--- src/rtl/cla_pipe_adder_if.sv ---
// Operand/result stream bundle for cla_pipe_adder.
// The ovf signal exists only when CLA_PIPE_OVF_EN is defined.
interface cla_pipe_adder_if #(
  parameter int WIDTH = 32
);
  logic             in_valid;
  logic             in_ready;
  logic [WIDTH-1:0] a;
  logic [WIDTH-1:0] b;
  logic             cin;
  logic             sub;
  logic             out_valid;
  logic             out_ready;
  logic [WIDTH-1:0] s;
  logic             cout;
`ifdef CLA_PIPE_OVF_EN
  logic             ovf;

  modport master (output in_valid, a, b, cin, sub, out_ready,
                  input  in_ready, out_valid, s, cout, ovf);
  modport slave  (input  in_valid, a, b, cin, sub, out_ready,
                  output in_ready, out_valid, s, cout, ovf);
`else
  modport master (output in_valid, a, b, cin, sub, out_ready,
                  input  in_ready, out_valid, s, cout);
  modport slave  (input  in_valid, a, b, cin, sub, out_ready,
                  output in_ready, out_valid, s, cout);
`endif
endinterface

--- src/rtl/cla_pipe_adder.sv ---
// Pipelined carry-lookahead adder/subtractor: one CLA_WIDTH segment resolved per stage, global stall.
// Optional signed-overflow output enabled by defining CLA_PIPE_OVF_EN.
module cla_pipe_adder #(
  parameter int WIDTH     = 32,
  parameter int CLA_WIDTH = 8
) (
  input logic             clk,
  input logic             rst_n,
  cla_pipe_adder_if.slave bus
);
  localparam int NSEG = WIDTH / CLA_WIDTH;
  localparam int CW   = CLA_WIDTH;

  // Returns {carry_out, sum}; every carry is a flat generate/propagate product term.
  function automatic logic [CW:0] cla_seg(input logic [CW-1:0] x,
                                          input logic [CW-1:0] y,
                                          input logic          ci);
    logic [CW-1:0] g;
    logic [CW-1:0] p;
    logic [CW:0]   c;
    logic          gen_any;
    logic          prop_all;
    // NOTE: blocking assignments are right for combinational temporaries evaluated in order;
    // every state register below uses non-blocking so all stages sample pre-edge values.
    g    = x & y;
    p    = x ^ y;
    c    = '0;
    c[0] = ci;
    for (int i = 0; i < CW; i++) begin
      gen_any  = 1'b0;
      prop_all = 1'b1;
      for (int j = i; j >= 0; j--) begin
        gen_any  = gen_any | (prop_all & g[j]);
        prop_all = prop_all & p[j];
      end
      c[i+1] = gen_any | (prop_all & ci);
    end
    return {c[CW], p ^ c[CW-1:0]};
  endfunction

  logic             advance;
  logic [WIDTH-1:0] b_eff;
  logic             c_eff;

  assign advance      = ~bus.out_valid | bus.out_ready;
  assign bus.in_ready = advance;
  assign b_eff        = bus.sub ? ~bus.b : bus.b;
  assign c_eff        = bus.sub | bus.cin;

  for (genvar k = 0; k < NSEG; k++) begin : g_stage
    localparam int RW = (k + 1) * CW;

    logic          v_in;
    logic          c_in;
    logic [CW-1:0] a_seg;
    logic [CW-1:0] b_seg;
    logic [CW:0]   seg;
    logic [RW-1:0] r_d;
    logic          v_q;
    logic          c_q;
    logic [RW-1:0] r_q;

    if (k == 0) begin : g_first
      assign v_in  = bus.in_valid;
      assign c_in  = c_eff;
      assign a_seg = bus.a[CW-1:0];
      assign b_seg = b_eff[CW-1:0];
      assign r_d   = seg[CW-1:0];
    end else begin : g_next
      assign v_in  = g_stage[k-1].v_q;
      assign c_in  = g_stage[k-1].c_q;
      assign a_seg = g_stage[k-1].g_skew.a_q[CW-1:0];
      assign b_seg = g_stage[k-1].g_skew.b_q[CW-1:0];
      // Deskew: finished lower segments ride along underneath the new one.
      assign r_d   = {seg[CW-1:0], g_stage[k-1].r_q};
    end

    assign seg = cla_seg(a_seg, b_seg, c_in);

    always_ff @(posedge clk or negedge rst_n) begin
      if (!rst_n) begin
        // NOTE: datapath registers are reset too so s/cout read 0 straight out of reset.
        v_q <= 1'b0;
        c_q <= 1'b0;
        r_q <= '0;
      end else if (advance) begin
        v_q <= v_in;
        c_q <= seg[CW];
        r_q <= r_d;
      end
    end

    if (k < NSEG - 1) begin : g_skew
      localparam int OW = WIDTH - RW;

      logic [OW-1:0] a_d;
      logic [OW-1:0] b_d;
      logic [OW-1:0] a_q;
      logic [OW-1:0] b_q;

      if (k == 0) begin : g_src
        assign a_d = bus.a[WIDTH-1:CW];
        assign b_d = b_eff[WIDTH-1:CW];
      end else begin : g_src
        assign a_d = g_stage[k-1].g_skew.a_q[OW+CW-1:CW];
        assign b_d = g_stage[k-1].g_skew.b_q[OW+CW-1:CW];
      end

      always_ff @(posedge clk or negedge rst_n) begin
        if (!rst_n) begin
          a_q <= '0;
          b_q <= '0;
        end else if (advance) begin
          a_q <= a_d;
          b_q <= b_d;
        end
      end
    end

`ifdef CLA_PIPE_OVF_EN
    if (k == NSEG - 1) begin : g_ovf
      logic ovf_q;

      always_ff @(posedge clk or negedge rst_n) begin
        if (!rst_n) begin
          ovf_q <= 1'b0;
        end else if (advance) begin
          ovf_q <= (a_seg[CW-1] == b_seg[CW-1]) & (seg[CW-1] != a_seg[CW-1]);
        end
      end
    end
`endif
  end

  assign bus.out_valid = g_stage[NSEG-1].v_q;
  assign bus.s         = g_stage[NSEG-1].r_q;
  assign bus.cout      = g_stage[NSEG-1].c_q;
`ifdef CLA_PIPE_OVF_EN
  assign bus.ovf       = g_stage[NSEG-1].g_ovf.ovf_q;
`endif

endmodule

--- src/flat_wrapper.sv ---
// flat-port wrapper written by rule: the top's interface ports become plain ports
module cla_pipe_adder_flat 
#(
  parameter int WIDTH     = 32,
  parameter int CLA_WIDTH = 8
)
  (clk, rst_n, bus_in_valid, bus_a, bus_b, bus_cin, bus_sub, bus_out_ready, bus_in_ready, bus_out_valid, bus_s, bus_cout);
  cla_pipe_adder_if #(.WIDTH(WIDTH)) bus_i ();
  input logic clk;
  input logic rst_n;
  input wire logic [$bits(bus_i.in_valid)-1:0] bus_in_valid;
  input wire logic [$bits(bus_i.a)-1:0] bus_a;
  input wire logic [$bits(bus_i.b)-1:0] bus_b;
  input wire logic [$bits(bus_i.cin)-1:0] bus_cin;
  input wire logic [$bits(bus_i.sub)-1:0] bus_sub;
  input wire logic [$bits(bus_i.out_ready)-1:0] bus_out_ready;
  output wire logic [$bits(bus_i.in_ready)-1:0] bus_in_ready;
  output wire logic [$bits(bus_i.out_valid)-1:0] bus_out_valid;
  output wire logic [$bits(bus_i.s)-1:0] bus_s;
  output wire logic [$bits(bus_i.cout)-1:0] bus_cout;
  assign bus_i.in_valid = bus_in_valid;
  assign bus_i.a = bus_a;
  assign bus_i.b = bus_b;
  assign bus_i.cin = bus_cin;
  assign bus_i.sub = bus_sub;
  assign bus_i.out_ready = bus_out_ready;
  assign bus_in_ready = bus_i.in_ready;
  assign bus_out_valid = bus_i.out_valid;
  assign bus_s = bus_i.s;
  assign bus_cout = bus_i.cout;
  cla_pipe_adder #(.WIDTH(WIDTH), .CLA_WIDTH(CLA_WIDTH)) u_core (.clk(clk), .rst_n(rst_n), .bus(bus_i));
endmodule
--- config.mk ---
export PLATFORM = sky130hd
export DESIGN_NAME = cla_pipe_adder_flat
export DESIGN_NICKNAME = d
export VERILOG_FILES = /design/src/rtl/cla_pipe_adder_if.sv /design/src/rtl/cla_pipe_adder.sv /design/src/flat_wrapper.sv
export SDC_FILE = /design/constraint.sdc
export NUM_CORES = 1
export LEC_CHECK = 0
export BUFFER_PORTS_ARGS = -buffer_cell sky130_fd_sc_hd__buf_2
export CORE_AREA = 4 4 159 161
export DETAILED_ROUTE_END_ITERATION = 10
export DIE_AREA = 0 0 163 165
export SLEW_MARGIN = 0
export SYNTH_ARGS = -nofsm -noshare
export SYNTH_HDL_FRONTEND = slang
export SYNTH_SLANG_ARGS = --single-unit
--- constraint.sdc ---
create_clock -name clk -period 1.5 [get_ports clk]
set_input_delay 0.075 -clock clk [delete_from_list [all_inputs] [get_ports clk]]
set_output_delay 0.075 -clock clk [all_outputs]
set_load 0.05 [all_outputs]
* Yosys cells after proc, flatten, opt, wreduce, memory -nomap -nowiden
Cells that the tools add are included.
** Word-level totals
- Bits in registers :: 184
- Logic and storage cells :: 435
** Operators by class
- Bitwise logic cells :: 416
- Muxes and demuxes :: 1
** Operators by type and width (count)
- $and A1 B1 Y1 :: 256
- $or A1 B1 Y1 :: 146
- $xor A8 B8 Y8 :: 8
- $and A8 B8 Y8 :: 4
- $mux W32 :: 1
- $not A32 Y32 :: 1
- $not A1 Y1 :: 1

* Longest topological paths before layout
- Word-level depth :: 12
- Gate-level depth with buffers :: 9
- Mapped depth without buffers :: 7

* Worst setup path after synthesis
Ideal clock, no wire load.
- Path kind :: in2reg
- Start :: in bus_sub
- End :: reg u_core.g_stage[0].r_q[4]
- Arrival :: 1.679 ns
- Path slack :: -0.305 ns
- Required time :: 1.374 ns
- Library setup time :: 0.126 ns
- Stages :: 9
- Buffers on the path :: 2
- Cells stage by stage :: buf_4 -> buf_2 -> xor2_1 -> ha_1 -> a21oi_1 -> nand2_1 -> a21o_1 -> a211oi_1 -> o31ai_1
** Between the ends
- Word-level cells in the longest chain between the ends :: 8
** RTL lines
- start: declaration :: RTL line flat_wrapper.sv:15 : input wire logic [$bits(bus_i.sub)-1:0] bus_sub;
- $mux W32 :: RTL line cla_pipe_adder.sv:47 : assign b_eff = bus.sub ? ~bus.b : bus.b;
- $xor A8 B8 Y8 or $and A8 B8 Y8 (tied branches) :: RTL line cla_pipe_adder.sv:26, cla_pipe_adder.sv:25
- $and A1 B1 Y1 (on tied branches) :: RTL line cla_pipe_adder.sv:33, cla_pipe_adder.sv:34
- $or A1 B1 Y1 (tied with other cells) (2 in series) :: RTL line cla_pipe_adder.sv:33 : gen_any = gen_any | (prop_all & g[j]);
- $or A1 B1 Y1 or $and A1 B1 Y1 (tied branches) :: RTL line cla_pipe_adder.sv:33, cla_pipe_adder.sv:36
- $or A1 B1 Y1 :: RTL line cla_pipe_adder.sv:36 : c[i+1] = gen_any | (prop_all & ci);
- $xor A8 B8 Y8 (*) :: RTL line cla_pipe_adder.sv:38 : return {c[CW], p ^ c[CW-1:0]};
- end signal: assignment :: RTL line cla_pipe_adder.sv:89 : r_q <= r_d;
- end: declaration :: RTL line cla_pipe_adder.sv:61 : logic [RW-1:0] r_q;
Every way passes the cells marked *; elsewhere a longest branch is shown, timed or not.
A chain may end at the register's enable or synchronous reset.

* Worst setup path in the final report
- Start :: reg u_core.g_stage[2].g_skew.b_q[2]
- End :: reg u_core.g_stage[3].r_q[31] (netlist: u_core.bus.s[31])
** Between the ends
- Word-level cells in the longest chain between the ends :: 7
** RTL lines
- start: declaration :: RTL line cla_pipe_adder.sv:99 : logic [OW-1:0] b_q;
- start signal: assignment :: RTL line cla_pipe_adder.sv:112 : b_q <= '0;
- start signal: assignment :: RTL line cla_pipe_adder.sv:115 : b_q <= b_d;
- $and A8 B8 Y8 or $xor A8 B8 Y8 (tied branches) :: RTL line cla_pipe_adder.sv:25, cla_pipe_adder.sv:26
- $and A1 B1 Y1 (on tied branches) :: RTL line cla_pipe_adder.sv:33, cla_pipe_adder.sv:34
- $or A1 B1 Y1 (tied with other cells) (2 in series) :: RTL line cla_pipe_adder.sv:33
- $or A1 B1 Y1 or $and A1 B1 Y1 (tied branches) :: RTL line cla_pipe_adder.sv:33, cla_pipe_adder.sv:36
- $or A1 B1 Y1 (*) :: RTL line cla_pipe_adder.sv:36
- $xor A8 B8 Y8 (*) :: RTL line cla_pipe_adder.sv:38
- end signal: assignment :: RTL line cla_pipe_adder.sv:89
- end: declaration :: RTL line cla_pipe_adder.sv:61
Marks and branches as above.

==> summary.md <==
| Metric | Value |
|---|---|
| Adder-cell area share of the yosys netlist | `6.11%` |
| Core ar. | `24000 µm²` |
| Worst path top cell family by delay | `simple AND/OR/NAND/NOR gates` |
| Complex-gate fraction of the synthesized area | `7.88%` |
| ANT cells | `0` |
| Ports | `105` |
| DR vias/cell | `approximately 4.4` |
| Failing checks | `negative setup slack` |
| Synth area leader | `dfrtp_1` |
| GR Util All Layers | `14.4%` |
| Clk pwr share | `17.5%` |
| Vias in the first global route | `6316` |
| Mux contribution to synthesized area | `0%` |
| Period minus WS final | `1750 ps` |
| First-pass GRT wire length | `31.3 mm` |
| Mapped Avg Cell Area | `9.21 µm²` |
| Routed Antenna Nets | `0` |
| Sw power | `0.00977 W` |
| CP required | `1850 ps` |
| Final setup vio count | `13` |
| Post-Syn Instances | `around 900` |
| Switch share | `40.3%` |
| Status | `complete, but fails checks` |
| FF+latch count, synth | `between 150 and 200` |
| Initial Utilization | `34.5%` |
| Hold crit path type | `in2reg` |
| Setup TNS | `-1440 ps` |
| Final Hold Viols | `0` |
| Leak pwr | `~5.5 nW` |
| Mapped Area | `8270 µm²` |
| Async set-reset flop share out of synthesis | `100%` |
| Yosys warns | `0` |
| Count leader, synth | `nand2_1` |
| P_int | `0.0145 W` |
| Fmax | `0.572 GHz` |
| Die ar. | `roughly 27000 µm²` |
| Crit-path max FO | `2` |
| RSZ-0062 raised after global routing | `yes` |
| Die width | `163 µm` |
| WHS | `106 ps` |
| Largest net degree at the start of global routing | `63` |
| # rows | `57` |
| TritonRoute pass-1 iters | `4` |
| Flop pwr share | `35.2%` |
| Routed WL per cell | `about 13 µm` |
| Total Wirelength | `approximately 19 mm` |
| EDFF count, synth | `0` |
| Headroom to the max-slew limit | `around 73%` |
| Worst-skew pair later-pin latency | `around 420 ps` |
| Routed via count | `6359` |
| Critical Path Source Type | `flop` |
| Period utilization | `117%` |
| Worst path bufs/invs | `0` |
| Final WS setup | `-249 ps` |
| CP cell instances | `ha_4 -> o21ai_4 -> o21ai_2 -> a31oi_2 -> or4b_1 -> nand3_1` |
| Most frequent cells after synthesis | `nand2_1 (396), dfrtp_1 (184), a21oi_1 (36)` |
| Clock Tree Root | `clkbuf_16` |
| Area growth, synth to finish | `34.5%` |
| Power Dens Cells | `2180 nW/µm²` |
| Clock Pin Slew Worst Setup and Hold Paths | `70 ps` |
| Final nets | `around 1200` |
| Max_cap viols | `0` |
| Worst vdd ir | `809 µV` |
| DP Cell Count | `1345` |
| Share of cells above drive strength 1 | `22.6%` |
| Antenna violations before repair | `0` |
| Residual DRC | `0` |
| Critical path type | `reg2reg` |
| Worst Setup End Kind | `flop` |
| Max Slew Vio Count | `0` |
| Dpl hpwl | `between 10 and 15 mm` |
| Gate power share | `47.3%` |
| Synth top area cells | `dfrtp_1 (56%), nand2_1 (18%), ha_1 (5.1%), xnor2_1 (3.2%), xor2_1 (2.6%)` |
| CTS Sinks | `roughly 180` |
| Top-area cell type share of the netlist area | `55.6%` |
| Synthesized net count | `1006` |
| Grt ovf | `0` |
| Chip Height | `165 µm` |
| Worst-case clock buffer depth | `2` |
| Skew final | `10.5 ps` |
| Distinct cell type count after synthesis | `34` |
| Initial DRC count | `439` |
| Critical Path Max Stage Delay | `about 540 ps` |
| Worst-margin pin slew | `407 ps` |
| Ys flop type | `dfrtp_1` |
| Fin cells | `between 1000 and 1500` |
| WP data arrival | `2100 ps` |
| Largest family of logic cells by synthesized area | `simple AND/OR/NAND/NOR gates` |
| IO Port Bufs | `104` |
| CTS buffer count | `17` |
| CTS tree | `yes` |
| Xor and xnor fraction of the mapped netlist area | `between 5 and 6%` |
| Final core utilization | `46.4%` |
| Simple logic cell fraction of the synthesized area | `21.7%` |
| Slowest cell on the critical path | `or4b_1` |
| H-tree levels | `4` |
| Gpl congestion | `0.750` |
| Register area share after synthesis | `55.6%` |
[layout make-up]
class / instances / area [µm²]
repair buffers: 233 / 1780
multi-input cells: 657 / 3710
inverters: 12 / 71.3
fillers: 2320 / 12800
flip-flops and latches: 184 / 4610
clock buffers: 22 / 464
clock inverters: 9 / 93.8
well taps: 324 / 405
[state kept, by name (all words and copies together), names as in the netlist]
signal and flops:
u_core.g_stage.r_q 48, u_core.bus.cout 1, u_core.g_stage.g_skew.a_q 48, u_core.g_stage.g_skew.b_q 48, u_core.bus.s 32, u_core.bus.out_valid 1, u_core.g_stage.c_q 3, u_core.g_stage.v_q 3
[what timing repair did]
item / 4_1_cts / 5_1_grt
cloned: 0 / 1
endpoints found under the hold margin: 233 / 0
resized for setup: 16 / 24
pin swaps: 22 / 19
endpoints found under the setup margin: 18 / 38
setup buffers: 4 / 11
hold buffers: 50 / 0
[power by group through the flow]
stage          combinational (W)  clock (W)  sequential, W
3_5_place_dp              0.0103          0        0.00853
5_1_grt                   0.0128    0.00457        0.00883
3_3_place_gp              0.0101          0        0.00844
6_report                  0.0115    0.00423        0.00853
4_1_cts                   0.0108    0.00437        0.00848
2_1_floorplan            0.00562          0        0.00986
[metal layers]
| layer | share of wire (%) | vias up | global-route usage (%) |
|---|---|---|---|
| met4 | 1.1 | 0 | 4.23 |
| met1 | 50 | 2954 | 21.2 |
| met5 | 0 | - | 0 |
| met2 | 46 | 106 | 22.0 |
| li1 | - | 3289 | - |
| met3 | 3.0 | 10 | 2.40 |
[cell usage in the layout, fill, tap and decap left out, types with 11 or more instances in the layout]
master and instances:
a21oi_1 29, nor2_1 29, inv_1 11, dfrtp_1 183, xor2_1 24, nand2_1 394
ha_1 24, buf_2 102, buf_4 65, o21ai_1 30, dlygate4sd3_1 50, clkbuf_16 18
xnor2_1 27
[final timing paths]
| kind | from | to | slack [ps] | cells past startpoint |
|---|---|---|---|---|
| setup reg to reg | u_core.g_stage[2].g_skew.b_q[2] | u_core.bus.s[31] | -250 | 6 |
| max in group asynchronous | rst_n | u_core.bus.out_valid | 800 | 3 |
| hold / removal | bus_a[0] | u_core.g_stage[0].r_q[0] | 110 | 4 |
| min in group asynchronous | rst_n | u_core.g_stage[0].g_skew.b_q[9] | 130 | 2 |
| setup / recovery | u_core.g_stage[2].g_skew.b_q[2] | u_core.bus.s[31] | -250 | 6 |
| hold reg to reg | u_core.bus.s[21] | u_core.bus.s[21] | 460 | 2 |
[cell families after synthesis]
kind of cell	after synthesis
flip-flops	184
XOR/XNOR	55
AO/OA/AOI/OAI	110
adder cells (fa/ha/maj)	38
buffers and inverters	57
AND/OR/NAND/NOR	454
[tightest hold or removal path, stage by stage]
cell     delay (ps)
buf_2           110
inv_1            80
fa_1            170
a21oi_1          50
[metrics by stage]
stage	power [W]	setup WS (ps)	instance area [µm²]
2_1_floorplan	0.0155	-170	8390
6_report	0.0242	-249	11100
4_1_cts	0.0237	-213	10900
3_3_place_gp	0.0186	-244	9710
5_1_grt	0.0262	-314	11100
3_5_place_dp	0.0188	-286	9710
(Power assumes the default switching activity.)
